[src/rtl/baud_tick_ctrl.sv]
// Baud bit-time generator: debounced baud-select commit plus IDLE/LOAD/RUN frame timer.
// Optional mid-bit HALF strobe is built only when BAUD_TICK_HALF_EN is defined.
module baud_tick_ctrl #(
  parameter int NBITS  = 11,
  parameter int STABLE = 16
) (
  input  logic        clk,
  input  logic        reset,
  input  logic [3:0]  BAUD_SW,
  input  logic [19:0] K,
  input  logic        START,
  output logic [3:0]  BAUD_SEL,
  output logic        BTU,
  output logic        HALF,
  output logic [3:0]  BIT_CNT,
  output logic        BUSY,
  output logic        DONE,
  output logic        CHG
);

  typedef enum logic [1:0] {IDLE, LOAD, RUN} state_t;

  localparam logic [7:0]  STABLE_C = 8'(STABLE);
  localparam logic [3:0]  LAST_BIT = 4'(NBITS - 1);
  localparam logic [19:0] K_RESET  = 20'd333333;
  localparam logic [19:0] K_MIN    = 20'd2;

  state_t      state_reg, state_next;
  logic [3:0]  sw_q;
  logic [7:0]  stab_reg;
  logic [3:0]  baud_sel_reg;
  logic [19:0] k_q;
  logic [19:0] cnt_reg;
  logic [3:0]  bit_cnt_reg;
  logic        btu_reg;
  logic        done_reg;
  logic        chg_reg;

  logic [3:0]  sw_bit_diff;
  logic        sw_changing;
  logic        stab_full;
  logic        commit;
  logic        bit_end;
  logic        frame_end;
  logic [19:0] k_clamped;

  genvar gi;
  generate
    for (gi = 0; gi < 4; gi++) begin : g_sw_diff
      assign sw_bit_diff[gi] = BAUD_SW[gi] ^ sw_q[gi];
    end
  endgenerate

  assign sw_changing = |sw_bit_diff;
  assign stab_full   = (stab_reg == STABLE_C);
  assign commit      = (state_reg == IDLE) && (sw_q != baud_sel_reg) && stab_full;
  assign bit_end     = (state_reg == RUN) && (cnt_reg == k_q - 20'd1);
  assign frame_end   = bit_end && (bit_cnt_reg == LAST_BIT);
  assign k_clamped   = (K < K_MIN) ? K_MIN : K;

  always_ff @(posedge clk or posedge reset) begin
    if (reset) begin
      state_reg <= IDLE;
    end else begin
      state_reg <= state_next;
    end
  end

  always_comb begin
    state_next = state_reg;
    case (state_reg)
      IDLE:    if (START) state_next = LOAD;
      LOAD:    state_next = RUN;
      RUN:     if (frame_end) state_next = IDLE;
      default: state_next = IDLE;
    endcase
  end

  // Switch qualification: only counts while idle, so a frame never sees a rate change.
  always_ff @(posedge clk or posedge reset) begin
    if (reset) begin
      sw_q         <= 4'b0000;
      stab_reg     <= 8'd0;
      baud_sel_reg <= 4'b0000;
      chg_reg      <= 1'b0;
    end else begin
      sw_q    <= BAUD_SW;
      chg_reg <= 1'b0;
      if (state_reg != IDLE) begin
        stab_reg <= 8'd0;
      end else if (commit) begin
        stab_reg     <= 8'd0;
        baud_sel_reg <= sw_q;
        chg_reg      <= 1'b1;
      end else if (sw_changing) begin
        stab_reg <= 8'd0;
      end else if (!stab_full) begin
        stab_reg <= stab_reg + 8'd1;
      end
    end
  end

  always_ff @(posedge clk or posedge reset) begin
    if (reset) begin
      k_q         <= K_RESET;
      cnt_reg     <= 20'd0;
      bit_cnt_reg <= 4'd0;
      btu_reg     <= 1'b0;
      done_reg    <= 1'b0;
    end else begin
      btu_reg  <= 1'b0;
      done_reg <= 1'b0;
      case (state_reg)
        LOAD: begin
          k_q         <= k_clamped;
          cnt_reg     <= 20'd0;
          bit_cnt_reg <= 4'd0;
        end
        RUN: begin
          if (bit_end) begin
            cnt_reg <= 20'd0;
            btu_reg <= 1'b1;
            if (frame_end) begin
              bit_cnt_reg <= 4'd0;
              done_reg    <= 1'b1;
            end else begin
              bit_cnt_reg <= bit_cnt_reg + 4'd1;
            end
          end else begin
            cnt_reg <= cnt_reg + 20'd1;
          end
        end
        default: ;
      endcase
    end
  end

`ifdef BAUD_TICK_HALF_EN
  logic half_reg;

  always_ff @(posedge clk or posedge reset) begin
    if (reset) begin
      half_reg <= 1'b0;
    end else begin
      half_reg <= (state_reg == RUN) && (cnt_reg == (k_q >> 1));
    end
  end

  assign HALF = half_reg;
`else
  assign HALF = 1'b0;
`endif

  assign BAUD_SEL = baud_sel_reg;
  assign BTU      = btu_reg;
  assign BIT_CNT  = bit_cnt_reg;
  assign BUSY     = (state_reg != IDLE);
  assign DONE     = done_reg;
  assign CHG      = chg_reg;

endmodule

[config.mk]
export PLATFORM = sky130hd
export DESIGN_NAME = baud_tick_ctrl
export DESIGN_NICKNAME = d
export VERILOG_FILES = /design/src/rtl/baud_tick_ctrl.sv
export SDC_FILE = /design/constraint.sdc
export NUM_CORES = 1
export LEC_CHECK = 0
export CORE_ASPECT_RATIO = 0.8
export CORE_MARGIN = 2
export CORE_UTILIZATION = 65
export DETAILED_ROUTE_END_ITERATION = 10
export DONT_BUFFER_PORTS = 1
export GPL_ROUTABILITY_DRIVEN = 1
export GPL_TIMING_DRIVEN = 0
export PLACE_DENSITY = 0.81
export SLEW_MARGIN = 40
export SYNTH_ARGS = -nofsm -noshare
export SYNTH_HDL_FRONTEND = slang
export SYNTH_SLANG_ARGS = --single-unit
[constraint.sdc]
create_clock -name clk -period 7.6 [get_ports clk]
set_input_delay 1.9 -clock clk [delete_from_list [all_inputs] [get_ports clk]]
set_output_delay 1.9 -clock clk [all_outputs]
set_load 0.02 [all_outputs]
==> metrics.md, run 1 <==
| Metric | Value |
|---|---|
| GRT Util Overall | `0.2816` |
| Die height | `74.42 um` |
| CTS Hold Bufs | `0` |
| Leak pwr | `1.792 nW` |
| Crit path launch | `k_q[1]$_DFFE_PP0P_` |
| Clock skew | `9.885 ps` |
| Cell variety after synth | `65` |
| Initial antenna violation count | `0` |
| CP Data Required Time | `approximately 8000 ps` |
| Slew @ Worst Pin | `725.1 ps` |
| Clk sinks | `65` |
| Initial core utilization | `0.6779` |
| Cell count after synthesis | `412` |
| Type of the most critical hold path | `flip-flop to flip-flop` |
| Synth Warn # | `0` |
| Slowest stage delay, CP | `between 500 and 600 ps` |
| Sequential cell area | `1637 um^2` |
| Slew margin rel. | `0.5121` |
| Rows | `25` |
| Chip width | `just over 90 um` |
| Crit path launch type | `flip-flop` |
| Ant. Diodes | `0` |
| EDFF count, synth | `0` |
| Dpl hpwl | `6627 um` |
| Clk slew on worst S/H paths | `~70 ps` |
| Synth top area share | `0.3540` |
| Placed instance area | `4153 um^2` |
| Hold Crit Start | `k_q[19]$_DFFE_PP0P_` |
| Cell taking the most area after synthesis | `dfrtp_1` |
| Final period util | `0.4370` |
| # IOs | `40` |
| Most common cell after layout, fill and taps aside | `dfrtp_1` |
| Clock latency on the worst-skew pair | `360 ps` |
| DRT iter0 DRCs | `272` |
| Synth Area in Compound Gates | `0.1248` |
| Area occupied by multi-input gates | `2221 um^2` |
| Drt total wl | `9284 um` |
| Critical-path top delay cell | `or3b_2` |
| Nets | `460` |
| FF-to-FF Start | `k_q[1]$_DFFE_PP0P_` |
| Port-buffer cells | `0` |
| Area growth, synth to finish | `9.348%` |
| Via density | `between 6 and 7` |
| Maxcap violations | `0` |
| Crit-path cells | `inv_1 > ha_1 > or3b_2 > nor4_4 > mux2_2 > nor3_4 > a211oi_2 > a21oi_2 > nand2_1 > o2bb2ai_1` |
| Remaining Overflow, GRT | `0` |
| Drt drc | `0` |
| Post-synth net total | `448` |
| Critical Path AT | `3600 ps` |
| Vias in the first global route | `between 2,000 and 3,000` |
| Most frequent cells in the layout | `57 x dfrtp_1, 30 x nand3_1, 27 x nor2_1, 24 x mux2_2, 23 x inv_1` |
| Peak VDD IR | `0.2216 mV` |
| Post-Synth XOR/XNOR Area | `0.07516` |
| Post-Synth Adder-Cell Area | `0.02795` |
| Post-CTS Setup Repair Bufs | `0` |
| Synth Cell Area | `4029 um^2` |
| CTS tree | `built` |
| CTS Root Cell | `clkbuf_8` |
| Routed wire per std cell | `18.20 um` |
| Core area | `5943 um^2` |
| First-pass GRT wire length | `about 15,000 um` |
| Critical Path Sink Type | `flip-flop` |
| Synth top area cells | `dfrtp_1 35%, mux2_2 6.7%, dfstp_2 5.2%` |
| Synth async-reset ratio | `1.000` |
| Pin count of the biggest net entering global routing | `37` |
| Most used DFF post-synth | `dfrtp_1` |
| Simple-gate share of the synthesized area | `0.2379` |
| Post-CTS sizing | `0` |
| Final ANT Viol Nets | `0` |
| Total CTS buffers | `9` |
| Post-synthesis sequential area ratio | `0.4062` |
| Max Fanout on Critical Path | `9` |
| Largest family of logic cells by synthesized area | `simple AND/OR/NAND/NOR gates` |
| DIE AREA | `6848 um^2` |
| Status | `finished, final reports clean` |
| Layout cell share with drive strength beyond 1 | `0.1655` |
| Power density over the cells | `326.4 nW/um^2` |
| Post-synthesis mux area share | `0.08447` |
| Yosys reg bits | `65` |
| Fillers | `412` |
| H-tree levels | `3` |
| RSZ-0062 raised after global routing | `false` |
| Mean Syn Cell Area | `9.779 um^2` |
| CTS Buffer Depth | `2` |
| Critical path class | `flip-flop to flip-flop` |
| Max-slew violations | `0` |
| Hold Vio Cnt, Final | `0` |
| Post-route cell area | `4405 um^2` |
| Setup TNS | `0 ps` |
| Endpoints failing setup | `0` |
| Via count | `3,215` |
| Final RePlAce weighted congestion | `0.8627` |
| Final min period | `3321 ps` |
| Peak Freq | `301.1 MHz` |
| First-pass DRT Iterations | `5` |
==> logic make-up after synthesis <==
kind of cell / after synthesis
AND/OR/NAND/NOR: 163
adder cells (fa/ha/maj): 9
other: 1
XOR/XNOR: 33
multiplexers: 31
flip-flops: 65
buffers and inverters: 39
AO/OA/AOI/OAI: 71
==> final timing paths <==
kind / to / slack, ps / cells after the start
max: cnt_reg[2]$_DFFE_PP0P_ / 4280 / 10
min: k_q[19]$_DFFE_PP0P_ / 550 / 1
max reg2reg: cnt_reg[2]$_DFFE_PP0P_ / 4280 / 10
min reg2reg: k_q[19]$_DFFE_PP0P_ / 550 / 1
max in group asynchronous: k_q[0]$_DFFE_PP1P_ / 5610 / 2
min in group asynchronous: sw_q[1]$_DFF_PP0_ / 1400 / 1
==> cell usage after synthesis, drive strengths merged, types with 2 or more instances <==
| cell type | number |
|---|---|
| or3 | 7 |
| nor3b | 6 |
| nor3 | 9 |
| nor4 | 13 |
| nand3b | 4 |
| nor2b | 6 |
| nand2 | 22 |
| xnor2 | 11 |
| a31oi | 5 |
| or2 | 2 |
| or4b | 2 |
| nand4 | 5 |
| a211oi | 3 |
| dfrtp | 57 |
| mux2i | 7 |
| nor4b | 3 |
| dfstp | 8 |
| xor2 | 21 |
| o21ai | 18 |
| a211o | 2 |
| ha | 9 |
| mux2 | 24 |
| o41ai | 2 |
| nand3 | 30 |
| clkbuf | 8 |
| o2bb2ai | 6 |
| a21oi | 13 |
| nand2b | 9 |
| o211ai | 2 |
| or4 | 4 |
| a21o | 3 |
| nor2 | 27 |
| and4b | 3 |
| and3 | 7 |
| o22ai | 8 |
| a2111oi | 2 |
| buf | 7 |
| inv | 24 |
==> critical path: cells and delay by family, from the launching register on <==
kind                     cells  cell delay [ps]
buffers and inverters        1               80
multiplexers                 1              410
AO/OA/AOI/OAI                3              760
AND/OR/NAND/NOR              4             1370
flip-flops                   1              420
adder cells (fa/ha/maj)      1              200
==> power breakdown <==
group          internal [mW]  leakage [nW]  switching (mW)
clock network          0.228         0.123           0.144
logic                  0.239         0.829           0.325
registers              0.427         0.840          0.0754
total                  0.894          1.79           0.544
==> stage by stage <==
stage	std cells	util	setup WS [ps]	total power, mW	hold slack, ps
after floorplan	412	-	4087	0.9260	500.8
after global placement	493	0.6949	3351	1.035	532.3
after detailed placement	494	0.6987	4366	1.055	537.6
after CTS	510	0.7413	4321	1.429	553.5
after global routing	510	0.7413	4088	1.513	563.3
final	510	0.7413	4279	1.438	550.5
==> per-layer routing <==
metal	track usage	share of wire
met2	0.4371	0.46
met1	0.3900	0.46
met3	0.08916	0.071
met4	0.07463	0.012
met5	0	0
==> cell type report <==
class | instances | area share
multi-input combinational | 308 | 0.5041
sequential | 65 | 0.3715
clock buffer | 10 | 0.03124
clock inverter | 6 | 0.02613
tap | 81 | 0.02300
inverter | 24 | 0.02102
buffer | 15 | 0.01846
timing repair buffer | 1 | 0.004544
Note: power is estimated with default switching activity, not from simulation.
==> run 2, diff against run 1 <==
--- a/config.mk
+++ b/config.mk
@@ -7,12 +7,12 @@
 export LEC_CHECK = 0
 export CORE_ASPECT_RATIO = 0.8
 export CORE_MARGIN = 2
-export CORE_UTILIZATION = 65
+export CORE_UTILIZATION = 64
 export DETAILED_ROUTE_END_ITERATION = 10
 export DONT_BUFFER_PORTS = 1
 export GPL_ROUTABILITY_DRIVEN = 1
 export GPL_TIMING_DRIVEN = 0
-export PLACE_DENSITY = 0.81
+export PLACE_DENSITY = 0.8
 export SLEW_MARGIN = 40
 export SYNTH_ARGS = -nofsm -noshare
 export SYNTH_HDL_FRONTEND = slang
==> constraint.sdc (replaced) <==
create_clock -name clk -period 3.27 [get_ports clk]
set_input_delay 0.8175 -clock clk [delete_from_list [all_inputs] [get_ports clk]]
set_output_delay 0.8175 -clock clk [all_outputs]
set_load 0.02 [all_outputs]
==> metrics.md, run 2 (same netlist as run 1, synthesis figures left out) <==
| Metric | Value |
|---|---|
| Maxcap violations | `0 (unchanged)` |
| Peak VDD IR | `0.5608 mV (was 0.2216 mV)` |
| Routed wire per std cell | `17.61 um (was 18.20 um)` |
| Pin count of the biggest net entering global routing | `35 (was 37)` |
| Crit path launch type | `flip-flop (unchanged)` |
| Hold Vio Cnt, Final | `0 (unchanged)` |
| Power density over the cells | `718.5 nW/um^2 (was 326.4 nW/um^2)` |
| DP Worst Slack | `-57.96 ps (was 4366 ps)` |
| Clk sinks | `65 (unchanged)` |
| Max Fanout on Critical Path | `9 (unchanged)` |
| CTS Buffer Depth | `2 (unchanged)` |
| Slowest stage delay, CP | `510 ps (was 540 ps)` |
| Crit-path cells | `clkbuf_1 > or3_1 > nor4_4 > mux2_2 > nor3_4 > a211oi_4 > a21o_4 > or4b_1 > nand3_1 (was inv_1 > ha_1 > or3b_2 > nor4_4 > mux2_2 > nor3_4 > a211oi_2 > a21oi_2 > nand2_1 > o2bb2ai_1)` |
| Dpl hpwl | `6761 um (was 6627 um)` |
| Final period util | `0.9755 (was 0.4370)` |
| Rows | `25 (unchanged)` |
| Final ANT Viol Nets | `0 (unchanged)` |
| Via count | `3,235 (was 3,215)` |
| Critical-path top delay cell | `or3_1 (was or3b_2)` |
| Ant. Diodes | `0 (unchanged)` |
| Leak pwr | `1.777 nW (was 1.792 nW)` |
| Clock latency on the worst-skew pair | `370 ps (was 360 ps)` |
| Hold WS | `320.7 ps (was 550.5 ps)` |
| Initial core utilization | `0.6708 (was 0.6779)` |
| Port-buffer cells | `0 (unchanged)` |
| Drt drc | `0 (unchanged)` |
| Clock skew | `14.23 ps (was 9.885 ps)` |
| Final RePlAce weighted congestion | `0.9539 (was 0.8627)` |
| Endpoints failing setup | `0 (unchanged)` |
| FF-to-FF Start | `k_q[5]$_DFFE_PP0P_ (was k_q[1]$_DFFE_PP0P_)` |
| Slew margin rel. | `0.5650 (was 0.5121)` |
| CP Data Required Time | `3570 ps (was 7870 ps)` |
| Peak Freq | `313.5 MHz (was 301.1 MHz)` |
| DIE AREA | `6950 um^2 (was 6848 um^2)` |
| Nets | `462 (was 460)` |
| Sequential cell area | `1637 um^2 (unchanged)` |
| Slew @ Worst Pin | `646.6 ps (was 725.1 ps)` |
| Final min period | `3190 ps (was 3321 ps)` |
| CTS tree | `built (unchanged)` |
| Reg2reg end | `cnt_reg[8]$_DFFE_PP0P_ (was cnt_reg[2]$_DFFE_PP0P_)` |
| Critical path class | `flip-flop to flip-flop (unchanged)` |
| Crit path launch | `k_q[5]$_DFFE_PP0P_ (was k_q[1]$_DFFE_PP0P_)` |
| Most frequent cells in the layout | `57 x dfrtp_1, 30 x nand3_1, 27 x nor2_1, 24 x mux2_2, 23 x inv_1 (unchanged)` |
| Fillers | `435 (was 412)` |
| # IOs | `40 (unchanged)` |
| CTS Root Cell | `clkbuf_8 (unchanged)` |
| Initial antenna violation count | `0 (unchanged)` |
| First-pass DRT Iterations | `5 (unchanged)` |
| CTS Hold Bufs | `0 (unchanged)` |
| Critical Path Sink Type | `flip-flop (unchanged)` |
| Via density | `6.318 (was 6.304)` |
| Die height | `74.97 um (was 74.42 um)` |
| Layout cell share with drive strength beyond 1 | `0.1763 (was 0.1655)` |
| First-pass GRT wire length | `14,740 um (was 14,840 um)` |
| Clk slew on worst S/H paths | `90 ps (was 70 ps)` |
| Drt total wl | `9016 um (was 9284 um)` |
| Crit path max-delay family | `simple AND/OR/NAND/NOR gates (unchanged)` |
| Area occupied by multi-input gates | `2252 um^2 (was 2221 um^2)` |
| Max-slew violations | `0 (unchanged)` |
| Status | `finished, final reports clean (unchanged)` |
| Type of the most critical hold path | `input pin to async pin (was flip-flop to flip-flop)` |
| Area growth, synth to finish | `8.789% (was 9.348%)` |
| Buf/Inv on CP | `1 (unchanged)` |
| Critical Path AT | `3490 ps (was 3600 ps)` |
| Worst setup margin | `80.09 ps (was 4279 ps)` |
| Total CTS buffers | `9 (unchanged)` |
| Vias in the first global route | `3,023 (was 2,985)` |
| GRT Util Overall | `0.2802 (was 0.2816)` |
| Worst Reg-to-Reg Cells | `9 (was 10)` |
| Chip width | `92.71 um (was 92.02 um)` |
| Remaining Overflow, GRT | `0 (unchanged)` |
| Most common cell after layout, fill and taps aside | `dfrtp_1 (unchanged)` |
| DRT iter0 DRCs | `281 (was 272)` |
| Core area | `6006 um^2 (was 5943 um^2)` |
| H-tree levels | `3 (unchanged)` |
| Reg2Reg Setup Slack | `80 ps (was 4280 ps)` |
-- run 2: cell type report --
type | count | share of cell area
repair buffers | 3 | 0.007993
plain buffers | 15 | 0.01856
inverters | 24 | 0.02112
flip-flops and latches | 65 | 0.3734
multi-input cells | 308 | 0.5138
well taps | 81 | 0.02312
clock inverters | 7 | 0.01370
clock buffers | 9 | 0.02826
-- run 2: power by group --
part | internal [mW] | switching [mW]
clock | 0.286 | 0.358
sequential | 0.992 | 0.183
combinational | 0.564 | 0.766
-- run 2: worst max path at each step --
| stage | end | slack, ps | cells past startpoint |
|---|---|---|---|
| after floorplan | cnt_reg[17]$_DFFE_PP0P_ | 360 | 10 |
| after global placement | cnt_reg[19]$_DFFE_PP0P_ | 80 | 10 |
| after detailed placement | cnt_reg[19]$_DFFE_PP0P_ | -60 | 10 |
| after CTS | cnt_reg[15]$_DFFE_PP0P_ | 2 | 10 |
| after global routing | cnt_reg[8]$_DFFE_PP0P_ | -0.6 | 9 |
| final | cnt_reg[8]$_DFFE_PP0P_ | 80 | 9 |
-- run 2: through the flow --
step	TNS, ps	area, um^2	total power, mW	util	std cells
after floorplan	0	4029	2.152	-	412
after global placement	0	4130	2.404	0.6877	493
after detailed placement	-165.3	4153	2.454	0.6915	494
after CTS	0	4338	3.104	0.7223	510
after global routing	-0.5698	4383	3.331	0.7298	512
final	0	4383	3.149	0.7298	512
-- run 2: per-layer routing --
metal  routed length (um)  track usage  share of wire
met5                    0            0              0
met4                  116      0.09641          0.013
met3                  520      0.07908          0.058
met2                 4076       0.4404           0.45
met1                 4303       0.3823           0.48
-- run 2: what timing repair did --
action                                  in CTS  in global routing
setup buffers                                0                  2
resized for setup                            1                  6
endpoints found under the hold margin        0                  0
cloned                                       0                  0
pin swaps                                    0                  3
endpoints found under the setup margin       5                 18
==> run 3, diff against run 2 <==
--- a/config.mk
+++ b/config.mk
@@ -7,12 +7,13 @@
 export LEC_CHECK = 0
 export CORE_ASPECT_RATIO = 0.8
 export CORE_MARGIN = 2
-export CORE_UTILIZATION = 64
+export CORE_UTILIZATION = 55
 export DETAILED_ROUTE_END_ITERATION = 10
 export DONT_BUFFER_PORTS = 1
 export GPL_ROUTABILITY_DRIVEN = 1
 export GPL_TIMING_DRIVEN = 0
-export PLACE_DENSITY = 0.8
+export MAX_ROUTING_LAYER = met4
+export PLACE_DENSITY = 0.7
 export SLEW_MARGIN = 40
 export SYNTH_ARGS = -nofsm -noshare
 export SYNTH_HDL_FRONTEND = slang
==> metrics.md, run 3 (same netlist as run 1, synthesis figures left out) <==
| Metric | Value |
|---|---|
| Status | `finished, final reports clean (unchanged)` |
| CTS tree | `built (unchanged)` |
| Initial core utilization | `0.5761 (was 0.6708)` |
| H-tree levels | `3 (unchanged)` |
| CP Data Required Time | `3540 ps (was 3570 ps)` |
| Via density | `6.147 (was 6.318)` |
| Layout cell share with drive strength beyond 1 | `0.1833 (was 0.1763)` |
| Worst Reg-to-Reg Cells | `10 (was 9)` |
| Peak Freq | `314.5 MHz (was 313.5 MHz)` |
| Initial antenna violation count | `0 (unchanged)` |
| Chip width | `99.69 um (was 92.71 um)` |
| Final ANT Viol Nets | `0 (unchanged)` |
| Max Fanout on Critical Path | `8 (was 9)` |
| Remaining Overflow, GRT | `0 (unchanged)` |
| First-pass DRT Iterations | `5 (unchanged)` |
| Setup TNS | `0 ps (unchanged)` |
| Slew @ Worst Pin | `692.0 ps (was 646.6 ps)` |
| Critical-path top delay cell | `or4b_4 (was or3_1)` |
| Maxcap violations | `0 (unchanged)` |
| Endpoints failing setup | `0 (unchanged)` |
| GRT Util Overall | `0.2611 (was 0.2802)` |
| CTS Root Cell | `clkbuf_8 (unchanged)` |
| Slowest stage delay, CP | `520 ps (was 510 ps)` |
| Core area | `6993 um^2 (was 6006 um^2)` |
| Type of the most critical hold path | `input pin to async pin (unchanged)` |
| Crit-path cells | `inv_1 > ha_2 > or3b_4 > nor4_4 > mux2_2 > nor3_4 > a211oi_4 > a21o_4 > or4b_4 > o211ai_2 (was clkbuf_1 > or3_1 > nor4_4 > mux2_2 > nor3_4 > a211oi_4 > a21o_4 > or4b_1 > nand3_1)` |
| Routed wire per std cell | `18.14 um (was 17.61 um)` |
| Vias in the first global route | `3,108 (was 3,023)` |
| Final core occ | `0.6384 (was 0.7298)` |
| Dpl cells | `500 (was 494)` |
| Clk sinks | `65 (unchanged)` |
| Hold Vio Cnt, Final | `0 (unchanged)` |
| Total CTS buffers | `9 (unchanged)` |
| Die height | `80.55 um (was 74.97 um)` |
| # IOs | `40 (unchanged)` |
| Hold WS | `282.5 ps (was 320.7 ps)` |
| Crit path launch | `k_q[1]$_DFFE_PP0P_ (was k_q[5]$_DFFE_PP0P_)` |
| CTS Buffer Depth | `2 (unchanged)` |
| Critical Path AT | `3450 ps (was 3490 ps)` |
| Most common cell after layout, fill and taps aside | `dfrtp_1 (unchanged)` |
| DIE AREA | `8030 um^2 (was 6950 um^2)` |
| RSZ-0062 raised after global routing | `true` |
| Final min period | `3180 ps (was 3190 ps)` |
| Clock latency on the worst-skew pair | `360 ps (was 370 ps)` |
| Nets | `462 (unchanged)` |
| Peak VDD IR | `0.5697 mV (was 0.5608 mV)` |
| Critical Path Sink Type | `flip-flop (unchanged)` |
| Critical path class | `flip-flop to flip-flop (unchanged)` |
| Clk slew on worst S/H paths | `80 ps (was 90 ps)` |
| First-pass GRT wire length | `15,600 um (was 14,740 um)` |
| Drt total wl | `9398 um (was 9016 um)` |
| DRT iter0 DRCs | `239 (was 281)` |
| Max-slew violations | `0 (unchanged)` |
| Crit path launch type | `flip-flop (unchanged)` |
| Power density over the cells | `742.9 nW/um^2 (was 718.5 nW/um^2)` |
| Total power | `3.317 mW (was 3.149 mW)` |
| Rows | `27 (was 25)` |
| Most frequent cells in the layout | `57 x dfrtp_1, 30 x nand3_1, 27 x nor2_1, 24 x mux2_2, 23 x inv_1 (unchanged)` |
| FF-to-FF Start | `k_q[1]$_DFFE_PP0P_ (was k_q[5]$_DFFE_PP0P_)` |
| Dpl hpwl | `6955 um (was 6761 um)` |
| Pin count of the biggest net entering global routing | `44 (was 35)` |
| Final period util | `0.9724 (was 0.9755)` |
| Slew margin rel. | `0.5344 (was 0.5650)` |
| Port-buffer cells | `0 (unchanged)` |
| Final RePlAce weighted congestion | `0.8554 (was 0.9539)` |
| Via count | `3,184 (was 3,235)` |
| CTS Hold Bufs | `0 (unchanged)` |
| Clock skew | `8.417 ps (was 14.23 ps)` |
| Ant. Diodes | `0 (unchanged)` |
| Area growth, synth to finish | `10.81% (was 8.789%)` |
| Drt drc | `0 (unchanged)` |
| Leak pwr | `1.812 nW (was 1.777 nW)` |
| Post-route insts no fill | `518 (was 512)` |
[run 3: cell count changes in the layout (fill, tap and decap cells not counted), sizes merged]
cell and change:
inv -2, bufinv +2
[run 3: worst paths after layout]
kind / to / slack, ps
max: cnt_reg[17]$_DFFE_PP0P_ / 90
min in group clk: sw_q[1]$_DFF_PP0_ / 480
max in group asynchronous: k_q[4]$_DFFE_PP1P_ / 2400
min: sw_q[1]$_DFF_PP0_ / 280
max reg2reg: cnt_reg[17]$_DFFE_PP0P_ / 90
min reg2reg: k_q[19]$_DFFE_PP0P_ / 550
[run 3: routing by layer]
| metal | GRT usage | up-vias | share of wire |
|---|---|---|---|
| li1 | - | 1527 | - |
| met1 | 0.3620 | 1562 | 0.49 |
| met2 | 0.3804 | 86 | 0.44 |
| met3 | 0.07746 | 9 | 0.058 |
| met4 | 0.05890 | 0 | 0.0093 |
| met5 | - | - | 0 |
[run 3: timing repair]
action                                  in CTS  in global routing
pin swaps                                    0                  4
endpoints found under the setup margin       5                 25
gates resized for setup                      1                 10
setup buffers                                0                  2
cloned                                       0                  0
[run 3: stage by stage]
step	cell area (um^2)	worst slack, ps
4_1_cts	4395	14.34
6_report	4464	90.39
3_3_place_gp	4138	47.32
2_1_floorplan	4029	364.1
3_5_place_dp	4168	-32.81
5_1_grt	4464	-19.47
[run 3: power by group]
part	switching, mW	total (mW)	leakage [nW]	internal (mW)
clock	0.351	0.786	0.110	0.435
sequential	0.184	1.18	0.840	0.992
combinational	0.776	1.35	0.862	0.579
total	1.31	3.32	1.81	2.01
[run 3: cell type report]
cell class	instances	area (um^2)
clock buffers	9	123.9
clock inverters	7	102.6
well taps	87	108.9
repair buffers	3	42.54
fillers	579	2529
plain buffers	15	81.33
flip-flops and latches	65	1637
inverters	24	92.59
multi-input cells	308	2276
[run 3: critical path, delay by kind of cell, from the launching register on]
kind / cells / cell delay, ps
buffers and inverters: 1 / 90
DFF: 1 / 410
and+or+nand+nor: 4 / 1530
AOI/OAI and AO/OA: 3 / 460
muxes: 1 / 400
adders and majority gates: 1 / 200
==> variant, RTL diff (flow settings as in run 2) <==
Build with the macro `BAUD_TICK_HALF_EN` defined.
--- a/src/rtl/baud_tick_ctrl.sv
+++ b/src/rtl/baud_tick_ctrl.sv
@@ -2,2 +2,4 @@
 // Optional mid-bit HALF strobe is built only when BAUD_TICK_HALF_EN is defined.
+`define BAUD_TICK_HALF_EN
+
 module baud_tick_ctrl #(
Behaviour: not the same (Yosys sat finds a counterexample within 10 cycles, from zero or initial values and one cycle with reset high).
==> variant against run 2 <==
Synthesized area up 6.3%; non-clock buffer count grew 31; highest routed layer unchanged; setup slack worse by 0.21 ns; maximum frequency decreased by 6.1%; design area increased by 11%; routed wire length up 17%; sequential cell count grew 1; critical endpoint unchanged; total power rose by 19%; the run now ends with setup timing left.
==> variant: results (changes against run 2) <==
* Outcome: finished, violations left (was completed)
* Failing checks: setup timing
* Vias in the first global route at 3,429 (was 3,023)
* Crit path DAT at 3.63 ns (was 3.49 ns)
* Worst Hold Class: in -> async (unchanged)
* Worst-skew pair later-pin latency at 0.36 ns
* Initial DRC Count at 364 (was 281)
* Cell count after placement at 531 (was 494)
* Post-DP HPWL at 7.36 mm (was 6.76 mm)
* Critical path's largest stage delay at 0.59 ns (was 0.51 ns)
* Leak Pwr at 1.97 nW (was 1.78 nW)
* Ant. Diodes at 0 (unchanged)
* Reg clk slew, reported paths at 0.07 ns (was 0.09 ns)
* First-pass GRT wire length at 17.5 mm (was 14.7 mm)
* Clock skew at 0.00745 ns (was 0.0142 ns)
* Fin nets at 505 (was 462)
* Total iterations of the first detailed-routing run at 5 (unchanged)
* Via count at 3,595 (was 3,235)
* Share of cells above drive strength 1 at 0.215 (was 0.176)
* CTS H-tree depth at 3 (unchanged)
* Setup violators final at 21 (was 0)
* Net Count, Synth at 482 (was 448)
* Relative slew slack at 0.572 (was 0.565)
* CP top delay family: simple AND/OR/NAND/NOR gates (unchanged)
* Synth top cells by count: dfrtp_1, nor2_1, xor2_1 (was dfrtp_1, nand3_1, nor2_1)
* Peak supply drop at 0.566 mV (was 0.561 mV)
* Place WS at -0.338 ns (was -0.0580 ns)
* Top FF cell, synth: dfrtp_1 (unchanged)
* Routed wire length at 10.5 mm (was 9.02 mm)
* Port-buffer cells at 0 (unchanged)
* Setup slack after layout at -0.126 ns (was 0.0801 ns)
* Routability cong. at 0.884 (was 0.954)
* Initial antenna violation count at 0 (unchanged)
* Post-synthesis sequential area ratio at 0.388 (was 0.406)
* Top post-synthesis cells by area: dfrtp_1, mux2_2, xor2_1, xnor2_1, dfstp_2 (was dfrtp_1, mux2_2, dfstp_2, xor2_1, nand3_1)
* Drt via density at 6.44 (was 6.32)
* CTS Buf Count at 9 (unchanged)
* Slowest-stage cell, CP: or4_4 (was or3_1)
* Total track usage at 0.312 (was 0.280)
* Cell variety after synth at 60 (was 65)
* Ys async rst share at 1.00 (unchanged)
* Syn Area/Cell at 9.61 um2 (was 9.78 um2)
* Setup TNS at -1.40 ns (was 0 ns)
* Yosys warning total at 0 (unchanged)
* Largest net degree at the start of global routing at 41 (was 35)
* Crit Path Max Fanout at 6 (was 9)
* Clk buf depth at 2 (unchanged)
* Fillers at 437 (was 435)
## variant: through the flow
step                hold WS (ns)  area, um2   util
floorplan                  0.476       4280      -
global placement           0.494       4390  0.681
detailed placement         0.519       4410  0.685
CTS                        0.304       4830  0.750
global route               0.319       4870  0.756
finish                     0.304       4870  0.756
## variant: kinds of logic after synthesis
logic type	Yosys count	share of synthesized area
compound gates	67	0.117
xor+xnor	58	0.122
fa+ha+maj	9	0.0263
buf+inv	50	0.0499
flops	66	0.388
mux	28	0.0721
simple gates	168	0.225
## variant: where the power goes
part | internal, mW | switching [mW] | leakage (nW) | total [mW]
logic | 0.748 | 0.996 | 0.994 | 1.74
clock network | 0.506 | 0.334 | 0.123 | 0.840
registers | 1.00 | 0.155 | 0.855 | 1.16
## variant: what timing repair did
item,in CTS,in global routing
setup buffers,10,1
hold buffers,0,0
gates resized for setup,29,10
pin swaps,12,11
gates cloned,2,0
endpoints found under the setup margin,26,27
## variant: final timing paths
check | end | cells after the start | slack, ns | startpoint
max | cnt_reg[8]$_DFFE_PP0P_ | 12 | -0.13 | k_q[1]$_DFFE_PP0P_
min | cnt_reg[1]$_DFFE_PP0P_ | 1 | 0.30 | reset
max reg2reg | cnt_reg[8]$_DFFE_PP0P_ | 12 | -0.13 | k_q[1]$_DFFE_PP0P_
min reg2reg | k_q[0]$_DFFE_PP1P_ | 2 | 0.51 | k_q[0]$_DFFE_PP1P_
max in group asynchronous | cnt_reg[12]$_DFFE_PP0P_ | 2 | 2.45 | reset
min in group clk | sw_q[1]$_DFF_PP0_ | 0 | 0.49 | BAUD_SW[1]
## variant: layer usage
| metal | wire [um] | track usage | up-vias |
|---|---|---|---|
| li1 | - | - | 1641 |
| met1 | 4700 | 0.456 | 1765 |
| met2 | 4780 | 0.454 | 159 |
| met3 | 859 | 0.0855 | 30 |
| met4 | 206 | 0.0914 | 0 |
| met5 | 0 | 0 | - |
## variant: area by class of cell
class,count,share of cell area
sequential,66,0.341
tap,84,0.0216
buffer,35,0.0355
inverter,13,0.0105
timing repair buffer,14,0.0260
clock inverter,7,0.0242
clock buffer,9,0.0254
multi-input combinational,330,0.516
